**src/rtl/hr_inject_q_pkg.sv**
```systemverilog
// hr_inject_q_pkg
//   Shared flit definitions for the HR-ring injection queues. The flit width
//   and the idle-flit value are defined once here as macros, then wrapped as
//   typed package items.
//   No ports (package).
`ifndef HR_INJECT_Q_DEFINES
`define HR_INJECT_Q_DEFINES
`define CONTROL_W 144
`define HR_IDLE_FLIT {`CONTROL_W{1'b0}}
`endif

package hr_inject_q_pkg;

  localparam int FLIT_W = `CONTROL_W;

  typedef logic [FLIT_W-1:0] flit_t;

  // Flit value driven on a ring port when its queue is empty.
  localparam flit_t IDLE_FLIT = `HR_IDLE_FLIT;

endpackage

```
**src/rtl/hr_inj_fifo.sv**
```systemverilog
// hr_inj_fifo
//   One injection queue. It holds DEPTH flits in FIFO order and presents the
//   head flit to a ring port. It also tracks how long the head flit has waited
//   without an ack.
//   Ports:
//     clk, rst    rising-edge clock and synchronous active-high reset
//     push_i      enqueue request; ignored when the queue is full
//     flit_i      flit to enqueue
//     ready_o     queue is not full (registered occupancy, no pop bypass)
//     pop_i       ring port accepted the head flit; ignored when empty
//     head_o      head flit, or the idle flit when the queue is empty
//     starve_o    head flit has waited STARVE_LIM cycles
//     occ_o       current entry count
module hr_inj_fifo
  import hr_inject_q_pkg::*;
#(
  parameter int DEPTH      = 4,   // power of two, >= 2
  parameter int STARVE_LIM = 64
) (
  input  logic                     clk,
  input  logic                     rst,
  input  logic                     push_i,
  input  flit_t                    flit_i,
  output logic                     ready_o,
  input  logic                     pop_i,
  output flit_t                    head_o,
  output logic                     starve_o,
  output logic [$clog2(DEPTH):0]   occ_o
);

  localparam int PW = $clog2(DEPTH);
  localparam int OW = PW + 1;
  localparam int CW = $clog2(STARVE_LIM + 1);

  localparam logic [OW-1:0] FULL_OCC = OW'(DEPTH);
  localparam logic [CW-1:0] LIM_CNT  = CW'(STARVE_LIM);

  logic [PW-1:0] wr_ptr_q, wr_ptr_d;
  logic [PW-1:0] rd_ptr_q, rd_ptr_d;
  logic [OW-1:0] occ_q, occ_d;
  logic [CW-1:0] wait_q, wait_d;
  flit_t         mem_q [DEPTH];

  logic do_push;
  logic do_pop;

  assign do_push = push_i && (occ_q != FULL_OCC);
  assign do_pop  = pop_i  && (occ_q != '0);

  // NOTE: every always_comb output gets a default first, so no path can
  // leave a signal unassigned and infer a latch.
  always_comb begin
    wr_ptr_d = wr_ptr_q;
    rd_ptr_d = rd_ptr_q;
    occ_d    = occ_q;
    wait_d   = wait_q;

    // Pointers wrap for free because DEPTH is a power of two.
    if (do_push) wr_ptr_d = wr_ptr_q + PW'(1);
    if (do_pop)  rd_ptr_d = rd_ptr_q + PW'(1);

    unique case ({do_push, do_pop})
      2'b10:   occ_d = occ_q + OW'(1);
      2'b01:   occ_d = occ_q - OW'(1);
      default: occ_d = occ_q;  // idle, or push and pop cancel out
    endcase

    // The wait count restarts with every new head (ack) and while empty.
    if ((occ_q == '0) || pop_i)  wait_d = '0;
    else if (wait_q != LIM_CNT)  wait_d = wait_q + CW'(1);
  end

  // NOTE: sequential state uses non-blocking assignments only, so every flop
  // samples the pre-edge value of its neighbours.
  always_ff @(posedge clk) begin
    if (rst) begin
      wr_ptr_q <= '0;
      rd_ptr_q <= '0;
      occ_q    <= '0;
      wait_q   <= '0;
    end else begin
      wr_ptr_q <= wr_ptr_d;
      rd_ptr_q <= rd_ptr_d;
      occ_q    <= occ_d;
      wait_q   <= wait_d;
    end
  end

  // NOTE: storage is deliberately not reset. A cleared occupancy already
  // masks stale entries, so resetting the array would only add reset fan-out.
  always_ff @(posedge clk) begin
    if (do_push) mem_q[wr_ptr_q] <= flit_i;
  end

  assign ready_o  = (occ_q != FULL_OCC);
  assign head_o   = (occ_q != '0) ? mem_q[rd_ptr_q] : IDLE_FLIT;
  assign starve_o = (wait_q == LIM_CNT);
  assign occ_o    = occ_q;

endmodule

```
**src/rtl/hr_inject_q.sv**
```systemverilog
// hr_inject_q
//   Local-client injection stage for an HRnode. enq_sel_i steers an offered
//   flit into one of two independent queues. Queue 0 drives port0_local_o and
//   queue 1 drives port1_local_o.
//   Ports:
//     clk, rst                      clock, synchronous active-high reset
//     enq_flit_i/enq_valid_i        flit offered by the local client
//     enq_sel_i                     0 -> queue 0 / port0, 1 -> queue 1 / port1
//     enq_ready0_o/enq_ready1_o     queue is not full
//     port0_local_o/port1_local_o   head flit toward HRnode (idle when empty)
//     portl0_ack/portl1_ack         HRnode accepted the presented flit
//     starve0_o/starve1_o           head flit waited STARVE_LIM cycles
//     occ0_o/occ1_o                 queue occupancy
module hr_inject_q
  import hr_inject_q_pkg::*;
#(
  parameter int DEPTH      = 4,
  parameter int STARVE_LIM = 64
) (
  input  logic                    clk,
  input  logic                    rst,
  input  logic [`CONTROL_W-1:0]   enq_flit_i,
  input  logic                    enq_valid_i,
  input  logic                    enq_sel_i,
  output logic                    enq_ready0_o,
  output logic                    enq_ready1_o,
  output logic [`CONTROL_W-1:0]   port0_local_o,
  output logic [`CONTROL_W-1:0]   port1_local_o,
  input  logic                    portl0_ack,
  input  logic                    portl1_ack,
  output logic                    starve0_o,
  output logic                    starve1_o,
  output logic [$clog2(DEPTH):0]  occ0_o,
  output logic [$clog2(DEPTH):0]  occ1_o
);

  hr_inj_fifo #(.DEPTH(DEPTH), .STARVE_LIM(STARVE_LIM)) u_q0 (
    .clk      (clk),
    .rst      (rst),
    .push_i   (enq_valid_i && !enq_sel_i),
    .flit_i   (enq_flit_i),
    .ready_o  (enq_ready0_o),
    .pop_i    (portl0_ack),
    .head_o   (port0_local_o),
    .starve_o (starve0_o),
    .occ_o    (occ0_o)
  );

  hr_inj_fifo #(.DEPTH(DEPTH), .STARVE_LIM(STARVE_LIM)) u_q1 (
    .clk      (clk),
    .rst      (rst),
    .push_i   (enq_valid_i && enq_sel_i),
    .flit_i   (enq_flit_i),
    .ready_o  (enq_ready1_o),
    .pop_i    (portl1_ack),
    .head_o   (port1_local_o),
    .starve_o (starve1_o),
    .occ_o    (occ1_o)
  );

endmodule

```
**config.mk**
```make
export PLATFORM = sky130hd
export DESIGN_NAME = hr_inject_q
export DESIGN_NICKNAME = d
export VERILOG_FILES = /design/src/rtl/hr_inject_q_pkg.sv /design/src/rtl/hr_inj_fifo.sv /design/src/rtl/hr_inject_q.sv
export SDC_FILE = /design/constraint.sdc
export NUM_CORES = 1
export LEC_CHECK = 0
export BUFFER_PORTS_ARGS = -buffer_cell sky130_fd_sc_hd__buf_2
export CORE_MARGIN = 2
export CORE_UTILIZATION = 55
export CTS_BUF_LIST = sky130_fd_sc_hd__clkbuf_8
export DETAILED_ROUTE_END_ITERATION = 10
export HOLD_SLACK_MARGIN = 0.02
export MAX_ROUTING_LAYER = met4
export PLACE_DENSITY_LB_ADDON = 0.2
export SLEW_MARGIN = 20
export SYNTH_ARGS = -nofsm -noshare
export SYNTH_HDL_FRONTEND = slang
export SYNTH_SLANG_ARGS = --single-unit
```
**constraint.sdc**
```tcl
create_clock -name clk -period 4.3 [get_ports clk]
set_clock_uncertainty 0.1 [all_clocks]
set_input_delay 0.43 -clock clk [delete_from_list [all_inputs] [get_ports clk]]
set_output_delay 0.43 -clock clk [all_outputs]
set_load 0.02 [all_outputs]
```
==> results of run 1 <==
-- power by group --
group,switching (mW),total (mW),internal [mW]
combinational,5.46,9.19,3.73
clock,4.18,8.49,4.31
sequential,0.381,13.5,13.1
-- layer usage --
metal  GRT usage (%)  share of wire [%]  wire, µm  vias up
met5               -                  0         0        -
met4            8.51                2.4      2430        0
met3            6.14                7.6      7790      170
met2            40.7                 50     51900      948
met1            32.3                 40     40800    12000
li1                -                  -         -     9723
-- worst max-delay path by stage --
| stage | startpoint | to | depth (start not counted) |
|---|---|---|---|
| after floorplan | u_q0.occ_o[0]$_SDFFE_PP0P_ | u_q0.mem_q[0][0]$_DFFE_PP_ | 3 |
| after global placement | flop | port0_local_o[51] | 4 |
| after detailed placement | flop | port0_local_o[21] | 4 |
| after CTS | flop | port0_local_o[21] | 4 |
| after global routing | flop | port0_local_o[21] | 4 |
| final | flop | port0_local_o[51] | 4 |
-- Yosys cell counts, drive strengths merged, types with 8 or more instances --
library cell	instances
xor2	12
and3	8
clkbuf	45
nand3	10
ha	14
and2	289
or3	10
buf	53
o21ai	12
nor2	24
mux4	288
a21oi	14
dfxtp	32
inv	20
edfxtp	1152
-- cell families (layout without fill, tap and decap cells) --
kind of cell             after synthesis  count (layout)  share of synthesized area, %
flip-flops                          1184            1184                          78.2
AND/OR/NAND/NOR                      360             360                          4.83
multiplexers                         288             288                          14.4
XOR/XNOR                              14              14                         0.272
other                                  0               3                             0
adder cells (fa/ha/maj)               16              16                         0.478
AO/OA/AOI/OAI                         34              34                         0.428
buffers and inverters                118            1003                          1.34
-- state kept, by name, summed over array words and instances, names as in the netlist, named ones only --
name,cells
u_q0.rd_ptr_q,2
u_q1.wait_q,7
u_q0.mem_q,576
u_q0.wait_q,7
u_q1.wr_ptr_q,2
u_q1.occ_o,3
u_q0.wr_ptr_q,2
u_q1.rd_ptr_q,2
u_q0.occ_o,3
u_q1.mem_q,576
-- worst max-delay path, delay by kind of cell (launching register included) --
kind	cells	cell delay [ns]
flip-flops	1	0.93
buffers and inverters	2	0.54
multiplexers	1	0.51
AND/OR/NAND/NOR	1	0.22
-- through the flow --
step                util, %  cell area, µm²  worst slack [ns]  hold WS (ns)  power, mW
detailed placement     60.6           49000              1.45         0.398       22.9
floorplan                 -           45000              1.03         0.353       19.5
global route           66.5           53800             0.549         0.304       32.4
finish                 66.5           53800             0.735         0.335       31.2
global placement       60.6           49000              1.47         0.369       22.9
CTS                    66.5           53700             0.560         0.250       31.5
-- final cells by class --
type / count / share of cell area (%)
repair buffers: 662 / 8.49
multi-input cells: 712 / 17.2
diodes: 3 / 0.0140
flip-flops and latches: 1184 / 65.6
inverters: 20 / 0.140
clock inverters: 136 / 1.38
clock buffers: 185 / 4.74
well taps: 1060 / 2.47
==> flow_metrics.py, run 1 <==
metrics = {
    "min_path": {
        "min_path_type": "primary input to flop",
        "holdPathStages": 2,
        "hp-start": "enq_flit_i[131]",
        "min_to": "u_q0.mem_q[3][131]$_DFFE_PP_",
    },
    "final_layout": {
        "final-seq-area_mm2": 0.0352,
        "layout-drive-gt1-share_pct": 35.5,
        "final-instance-count-excl-fill": 3962,
        "area_growth_pct": 19.4,
        "multi_input_area_mm2": 0.00924,
        "n_fill_cell": 5279,
        "mostFrequentLayoutCell": "edfxtp_1",
        "final_cell_mix": "edfxtp_1, buf_2, and2_1, mux4_2, clkbuf_8",
        "fin_nets": 2928,
    },
    "run_status": {
        "outcome": "completed",
    },
    "floorplanning": {
        "die_x_um": 290,
        "pin_count": 448,
        "core_mm2": 0.0808,
        "die-area_mm2": 0.0842,
        "start_util_pct": 55.7,
        "die_h_um": 290,
        "row_count": 104,
    },
    "synth": {
        "ys_seq_area_share_pct": 78.2,
        "synth_area_per_cell_um2": 22.4,
        "synth_flop_cell": "edfxtp_1",
        "ys_ff_latch": 1184,
        "yosysUniqueCellTypes": 29,
        "synth.area.top_cells": "edfxtp_1, mux4_2, and2_1",
        "synth_area_leader_cell": "edfxtp_1",
        "synth_enable_flop_cells": 1152,
        "syn_nets": 2180,
        "yosysTopAreaCellShare_pct": 76.8,
        "syn_area_mm2": 0.0450,
        "ys.warnings.count": 0,
        "async_flop_share_pct": 0,
        "synth_cells": 2014,
    },
    "detailed_routing": {
        "vias": 22900,
        "drt_pass1_iterations": 7,
        "first_iter_violations": 1861,
        "drc_errors": 0,
        "wl_per_cell_um": 26.0,
        "vias_per_cell": 5.77,
        "ant_nets": 0,
        "wirelength_mm": 103,
    },
    "setup_path": {
        "reg2reg_to": "u_q0.mem_q[0][82]$_DFFE_PP_",
        "endpoint_kind": "primary output",
        "crit_fanout": 35,
        "arrival_ns": 3.03,
        "path_class": "flop to primary output",
        "max_stage_delay_ns": 0.93,
        "r2r_start": "u_q0.occ_o[0]$_SDFFE_PP0P_",
        "critPathSlowestCell": "dfxtp_4",
        "r2r.worst_path.cells": 4,
        "required_ns": 3.77,
        "rrSetupSlack_ns": 1.71,
        "crit_chain": "buf_4, mux4_2, and2_1, buf_2",
        "startpoint_type": "flop",
    },
    "sta": {
        "slew-limit-headroom_pct": 29.4,
        "period_share_pct": 82.9,
        "hold_viol_final": 0,
        "fin_tns_setup_ns": 0,
        "setup_viol": 0,
        "clock.fmax_mhz": 281,
        "slew_violations": 0,
        "worst_pin_slew_ns": 1.06,
        "period_needed_ns": 3.56,
        "rsz0062_at_grt": "no",
    },
    "global_routing": {
        "grt_max_degree": 66,
        "grt_overflow_total": 0,
        "antenna_found_initial": 2,
        "grt_pass1_vias": 24400,
        "grtUsageTotal_pct": 25.4,
        "grt_pass1_wl_mm": 153,
    },
    "clock_tree": {
        "postCtsSetupRepairBufs": 0,
        "cts_made_buffers": 182,
        "clock-sinks": 1184,
        "clkLatencyLatePin_ns": 0.79,
        "clkTransAtPathRegs_ns": 0.07,
        "cts_resized": 0,
        "cts_root_buf": "clkbuf_8",
        "cts.path.max_buffers": 3,
        "cts.hold.buffers_added": 150,
        "cts_max_level": 4,
        "tritoncts": "done",
    },
    "power": {
        "cellPowerDensity_mw_per_mm2": 580,
        "power.leakage_nw": 18.5,
        "peakVddDrop_mv": 0.451,
    },
    "placement": {
        "portBuffers": 447,
        "gp_congestion": 0.795,
        "dp_hpwl_mm": 60.5,
        "dp.cells": 3488,
    },
    "job": {
        "drv_cap": 0,
    },
}
Note: power is estimated with default switching activity, not from simulation.
==> run 2, diff against run 1 <==
CORE_UTILIZATION = 57   (was 55)
clock period = 3.5 ns   (was 4.3 ns; I/O delays follow)
==> flow_metrics.py, run 2 (synthesis results as in run 1) <==
metrics = {
    "run_status": {
        "outcome": "completed",
    },
    "setup_path": {
        "max_stage_delay_ns": 0.58,
        "endpoint_kind": "primary output",
        "required_ns": 3.05,
        "reg2reg_to": "u_q1.occ_o[2]$_SDFFE_PP0P_",
        "r2r.worst_path.cells": 9,
        "cp_num_cells": 4,
        "r2r_start": "u_q1.occ_o[2]$_SDFFE_PP0P_",
        "path_class": "flop to primary output",
        "crit_chain": "buf_4, mux4_2, and2_1, buf_2",
        "arrival_ns": 2.77,
        "cpLargestDelayFamily": "buffers and inverters",
        "rrSetupSlack_ns": 1.07,
        "critPathSlowestCell": "dfxtp_4",
        "crit_fanout": 18,
        "endpoint": "port0_local_o[117]",
        "cp.buffers_inverters": 2,
        "startpoint_type": "flop",
    },
    "clock_tree": {
        "cts_max_level": 4,
        "cts_root_buf": "clkbuf_8",
        "cts_made_buffers": 182,
        "cts_resized": 0,
        "cts.hold.buffers_added": 150,
        "tritoncts": "done",
        "cts.path.max_buffers": 3,
        "clock-sinks": 1184,
        "clkLatencyLatePin_ns": 0.79,
        "postCtsSetupRepairBufs": 0,
        "clkTransAtPathRegs_ns": 0.06,
    },
    "power": {
        "power.leakage_nw": 18.5,
        "peakVddDrop_mv": 0.474,
        "cellPowerDensity_mw_per_mm2": 706,
        "p_total_mw": 38.0,
    },
    "floorplanning": {
        "die_x_um": 285,
        "die_h_um": 285,
        "row_count": 103,
        "core_mm2": 0.0786,
        "die-area_mm2": 0.0813,
        "start_util_pct": 57.3,
        "pin_count": 448,
    },
    "placement": {
        "gp_congestion": 0.775,
        "placed_cell_area_mm2": 0.0491,
        "dp_slack_ns": 1.05,
        "portBuffers": 447,
        "dp.cells": 3480,
        "dp_hpwl_mm": 59.2,
    },
    "sta": {
        "period_needed_ns": 3.22,
        "hold_viol_final": 0,
        "setup_viol": 0,
        "period_share_pct": 91.9,
        "fin_tns_setup_ns": 0,
        "rsz0062_at_grt": "no",
        "worst_pin_slew_ns": 0.815,
        "hold_slack_ns": 0.256,
        "final.setup.worst_slack_ns": 0.284,
        "slew_violations": 0,
        "slew-limit-headroom_pct": 45.7,
        "clock.fmax_mhz": 311,
    },
    "global_routing": {
        "met3_usage_pct": 5.27,
        "grt_use_met2_pct": 41.4,
        "antenna_found_initial": 5,
        "grt_pass1_wl_mm": 149,
        "grt_overflow_total": 0,
        "met1_usage_pct": 32.7,
        "grt_max_degree": 78,
        "grtUsageTotal_pct": 25.7,
        "top_usage_layer": "met2",
        "grt_pass1_vias": 24200,
    },
    "detailed_routing": {
        "vias_per_cell": 5.79,
        "wirelength_mm": 100,
        "drc_errors": 0,
        "vias": 22900,
        "first_iter_violations": 1954,
        "ant_nets": 0,
        "wl_per_cell_um": 25.3,
        "drt_pass1_iterations": 5,
    },
    "final_layout": {
        "reg_top3": "u_q0.mem_q: 576 flops, u_q1.mem_q: 576 flops",
        "fin_nets": 2930,
        "area_growth_pct": 19.6,
        "fin_util_pct": 68.5,
        "stdcell_area_mm2": 0.0538,
        "layout-drive-gt1-share_pct": 35.6,
        "final-instance-count-excl-fill": 3957,
        "mostFrequentLayoutCell": "edfxtp_1",
        "final_cell_mix": "edfxtp_1, buf_2, and2_1, mux4_2, clkbuf_8",
    },
    "job": {
        "drv_cap": 0,
    },
    "min_path": {
        "min_path_type": "primary input to flop",
    },
}
-- run 2: changes by cell type in the layout (fill, tap and decap cells not counted), moves of 4 or more --
| cell | previous run | this run |
|---|---|---|
| buf_12 | 27 | 36 |
| buf_4 | 38 | 31 |
| diode_2 | 3 | 7 |
| clkbuf_8 | 185 | 190 |
| clkinv_1 | 48 | 36 |
| inv_1 | 79 | 90 |
-- run 2: where the power goes --
group | switching [mW] | internal (mW)
clock network | 5.06 | 5.17
registers | 0.284 | 16.1
logic | 6.79 | 4.59
-- run 2: worst min path at each step --
stage	cells after the start	slack (ns)	startpoint	endpoint
floorplan	0	0.35	enq_flit_i[0]	u_q0.mem_q[0][0]$_DFFE_PP_
global placement	2	0.36	u_q0.wait_q[6]$_SDFFE_PP0N_	u_q0.wait_q[6]$_SDFFE_PP0N_
detailed placement	2	0.39	u_q1.wait_q[6]$_SDFFE_PP0N_	u_q1.wait_q[6]$_SDFFE_PP0N_
CTS	2	0.16	enq_flit_i[122]	u_q1.mem_q[1][122]$_DFFE_PP_
global route	2	0.21	enq_flit_i[47]	u_q0.mem_q[2][47]$_DFFE_PP_
finish	2	0.26	enq_flit_i[136]	u_q0.mem_q[2][136]$_DFFE_PP_
-- run 2: per-layer routing --
metal | vias to the layer above | share of wire, % | wire (µm)
met5 | - | 0 | 0
li1 | 9728 | - | -
met3 | 200 | 6.8 | 6770
met2 | 939 | 51 | 51200
met1 | 12000 | 39 | 39200
met4 | 0 | 3.0 | 3050
-- run 2: worst register-to-register path, cell delays in order (launching register included) --
cell and delay (ns):
dfxtp_1 0.41, nor3b_1 0.40, nor2_1 0.09, inv_1 0.07
ha_1 0.18, inv_1 0.06, fa_1 0.38, xor2_1 0.17
or3_1 0.31, a21oi_1 0.18
-- run 2: cell type report --
type / count / area [µm²]
Sequential cell: 1184 / 35200
Fill cell: 5007 / 24800
Multi-Input combinational cell: 712 / 9240
Timing Repair Buffer: 664 / 4690
Clock buffer: 190 / 2620
Tap cell: 1050 / 1310
Clock inverter: 130 / 637
Inverter: 20 / 75.1
Antenna cell: 7 / 17.5
==> run 3, diff against run 2 <==
REMOVE_ABC_BUFFERS = 1   (was default)
==> flow_metrics.py, run 3 (synthesis results as in run 1) <==
metrics = {
    "run_status": {
        "outcome": "completed",
    },
    "clock_tree": {
        "cts_root_buf": "clkbuf_8",
        "clkTransAtPathRegs_ns": 0.06,
        "cts_resized": 0,
        "clkLatencyLatePin_ns": 0.81,
        "cts_max_level": 4,
        "cts_made_buffers": 182,
        "postCtsSetupRepairBufs": 0,
        "tritoncts": "done",
        "clock-sinks": 1184,
        "cts.path.max_buffers": 3,
    },
    "min_path": {
        "min_path_type": "primary input to flop",
        "holdPathStages": 2,
        "min_to": "u_q0.mem_q[2][119]$_DFFE_PP_",
        "hp-start": "enq_flit_i[119]",
    },
    "sta": {
        "hold_slack_ns": 0.227,
        "clock.fmax_mhz": 302,
        "worst_pin_slew_ns": 0.731,
        "slew-limit-headroom_pct": 51.3,
        "hold_viol_final": 0,
        "fin_tns_setup_ns": 0,
        "setup_viol": 0,
        "period_share_pct": 94.6,
        "rsz0062_at_grt": "no",
        "slew_violations": 0,
        "period_needed_ns": 3.31,
    },
    "power": {
        "pwr-share-seq_pct": 43.1,
        "internal_power_mw": 25.8,
        "clockPowerShare_pct": 26.9,
        "peakVddDrop_mv": 0.954,
        "power.leakage_nw": 18.5,
        "p_sw_share_pct": 32.0,
        "combPwrFrac_pct": 30.0,
        "power_switching_mw": 12.1,
        "cellPowerDensity_mw_per_mm2": 705,
    },
    "final_layout": {
        "reg_top3": "u_q0.mem_q: 576 flops, u_q1.mem_q: 576 flops",
        "final-instance-count-excl-fill": 3961,
        "stdcell_area_mm2": 0.0538,
        "mostFrequentLayoutCell": "edfxtp_1",
        "fin_nets": 2928,
        "layout-drive-gt1-share_pct": 35.4,
        "area_growth_pct": 19.5,
        "final_cell_mix": "edfxtp_1, buf_2, and2_1, mux4_2, clkbuf_8",
    },
    "detailed_routing": {
        "vias": 22700,
        "drc_errors": 0,
        "drt_pass1_iterations": 5,
        "first_iter_violations": 1914,
        "vias_per_cell": 5.74,
        "ant_nets": 0,
        "wirelength_mm": 100,
        "wl_per_cell_um": 25.3,
    },
    "setup_path": {
        "reg2reg_to": "u_q0.occ_o[2]$_SDFFE_PP0P_",
        "r2r_start": "u_q0.occ_o[2]$_SDFFE_PP0P_",
        "startpoint_type": "flop",
        "endpoint_kind": "primary output",
        "required_ns": 3.05,
        "arrival_ns": 2.86,
        "r2r.worst_path.cells": 9,
        "rrSetupSlack_ns": 1.10,
        "crit_fanout": 38,
        "path_class": "flop to primary output",
    },
    "floorplanning": {
        "die_h_um": 285,
        "core_mm2": 0.0786,
        "start_util_pct": 57.3,
        "die-area_mm2": 0.0813,
        "row_count": 103,
        "die_x_um": 285,
        "pin_count": 448,
    },
    "placement": {
        "placed_cell_area_mm2": 0.0490,
        "portBuffers": 447,
        "gp_congestion": 0.797,
        "dp.cells": 3477,
        "dp_hpwl_mm": 59.7,
    },
    "global_routing": {
        "grt_pass1_wl_mm": 150,
        "antenna_found_initial": 7,
        "grtUsageTotal_pct": 25.9,
        "grt_pass1_vias": 24400,
        "grt_max_degree": 147,
        "grt_overflow_total": 0,
    },
    "job": {
        "drv_cap": 0,
    },
}
run 3: cell count changes in the layout (fill, tap and decap cells not counted), sizes merged:
cell | previous run | this run
clkinv | 49 | 53
clkbuf | 190 | 188
inv | 97 | 102
buf | 514 | 511
dlygate4sd3 | 150 | 151
bufinv | 2 | 1
run 3: critical path, cell delays in order (launching register included):
cell and delay [ns]:
dfxtp_4 0.68, buf_12 0.36, mux4_2 0.58, and2_1 0.19, buf_2 0.16
run 3: worst max path at each step:
stage / from / endpoint / slack (ns) / cells after the start
6_report: flop / port1_local_o[124] / 0.19 / 4
4_1_cts: flop / port1_local_o[124] / 0.06 / 4
3_5_place_dp: flop / port1_local_o[124] / 1.0 / 4
2_1_floorplan: flop / port0_local_o[0] / -3.78 / 2
5_1_grt: flop / port1_local_o[124] / 0.02 / 4
3_3_place_gp: flop / port1_local_o[111] / 0.99 / 4
run 3: routing by layer:
| layer | up-vias | global-route usage, % | share of wire, % | wire [µm] |
|---|---|---|---|---|
| li1 | 9737 | - | - | - |
| met1 | 12000 | 33.2 | 40 | 39700 |
| met2 | 859 | 42.2 | 51 | 51600 |
| met3 | 165 | 5.02 | 6.4 | 6430 |
| met4 | 0 | 8.49 | 2.6 | 2560 |
| met5 | - | - | 0 | 0 |
run 3: power groups by stage:
stage | logic (mW) | clock network (mW) | registers, mW
2_1_floorplan | 6.22 | 0 | 17.2
3_3_place_gp | 11.3 | 0 | 16.6
3_5_place_dp | 11.4 | 0 | 16.7
4_1_cts | 11.6 | 10.4 | 16.4
5_1_grt | 12.1 | 11.1 | 16.4
6_report | 11.4 | 10.2 | 16.4
run 3: final cells by class:
| class | instances | area, µm² |
|---|---|---|
| clock buffer | 188 | 2590 |
| multi-input combinational | 712 | 9240 |
| timing repair buffer | 662 | 4650 |
| sequential | 1184 | 35200 |
| clock inverter | 138 | 672 |
| antenna | 7 | 17.5 |
| tap | 1050 | 1310 |
| fill | 5029 | 24800 |
| inverter | 20 | 75.1 |
run 3: through the flow:
stage               setup slack, ns  util [%]  power [mW]
finish                        0.191      68.4        37.9
global placement              0.993      62.4        27.9
floorplan                     -3.78         -        23.4
detailed placement            0.995      62.4        28.1
CTS                          0.0640      68.4        38.4
global route                 0.0158      68.4        39.5
run 3: repair_timing:
item                       4_1_cts  5_1_grt
setup endpoints to repair        0        0
hold endpoints to repair      1184        0
hold buffers                   151        0
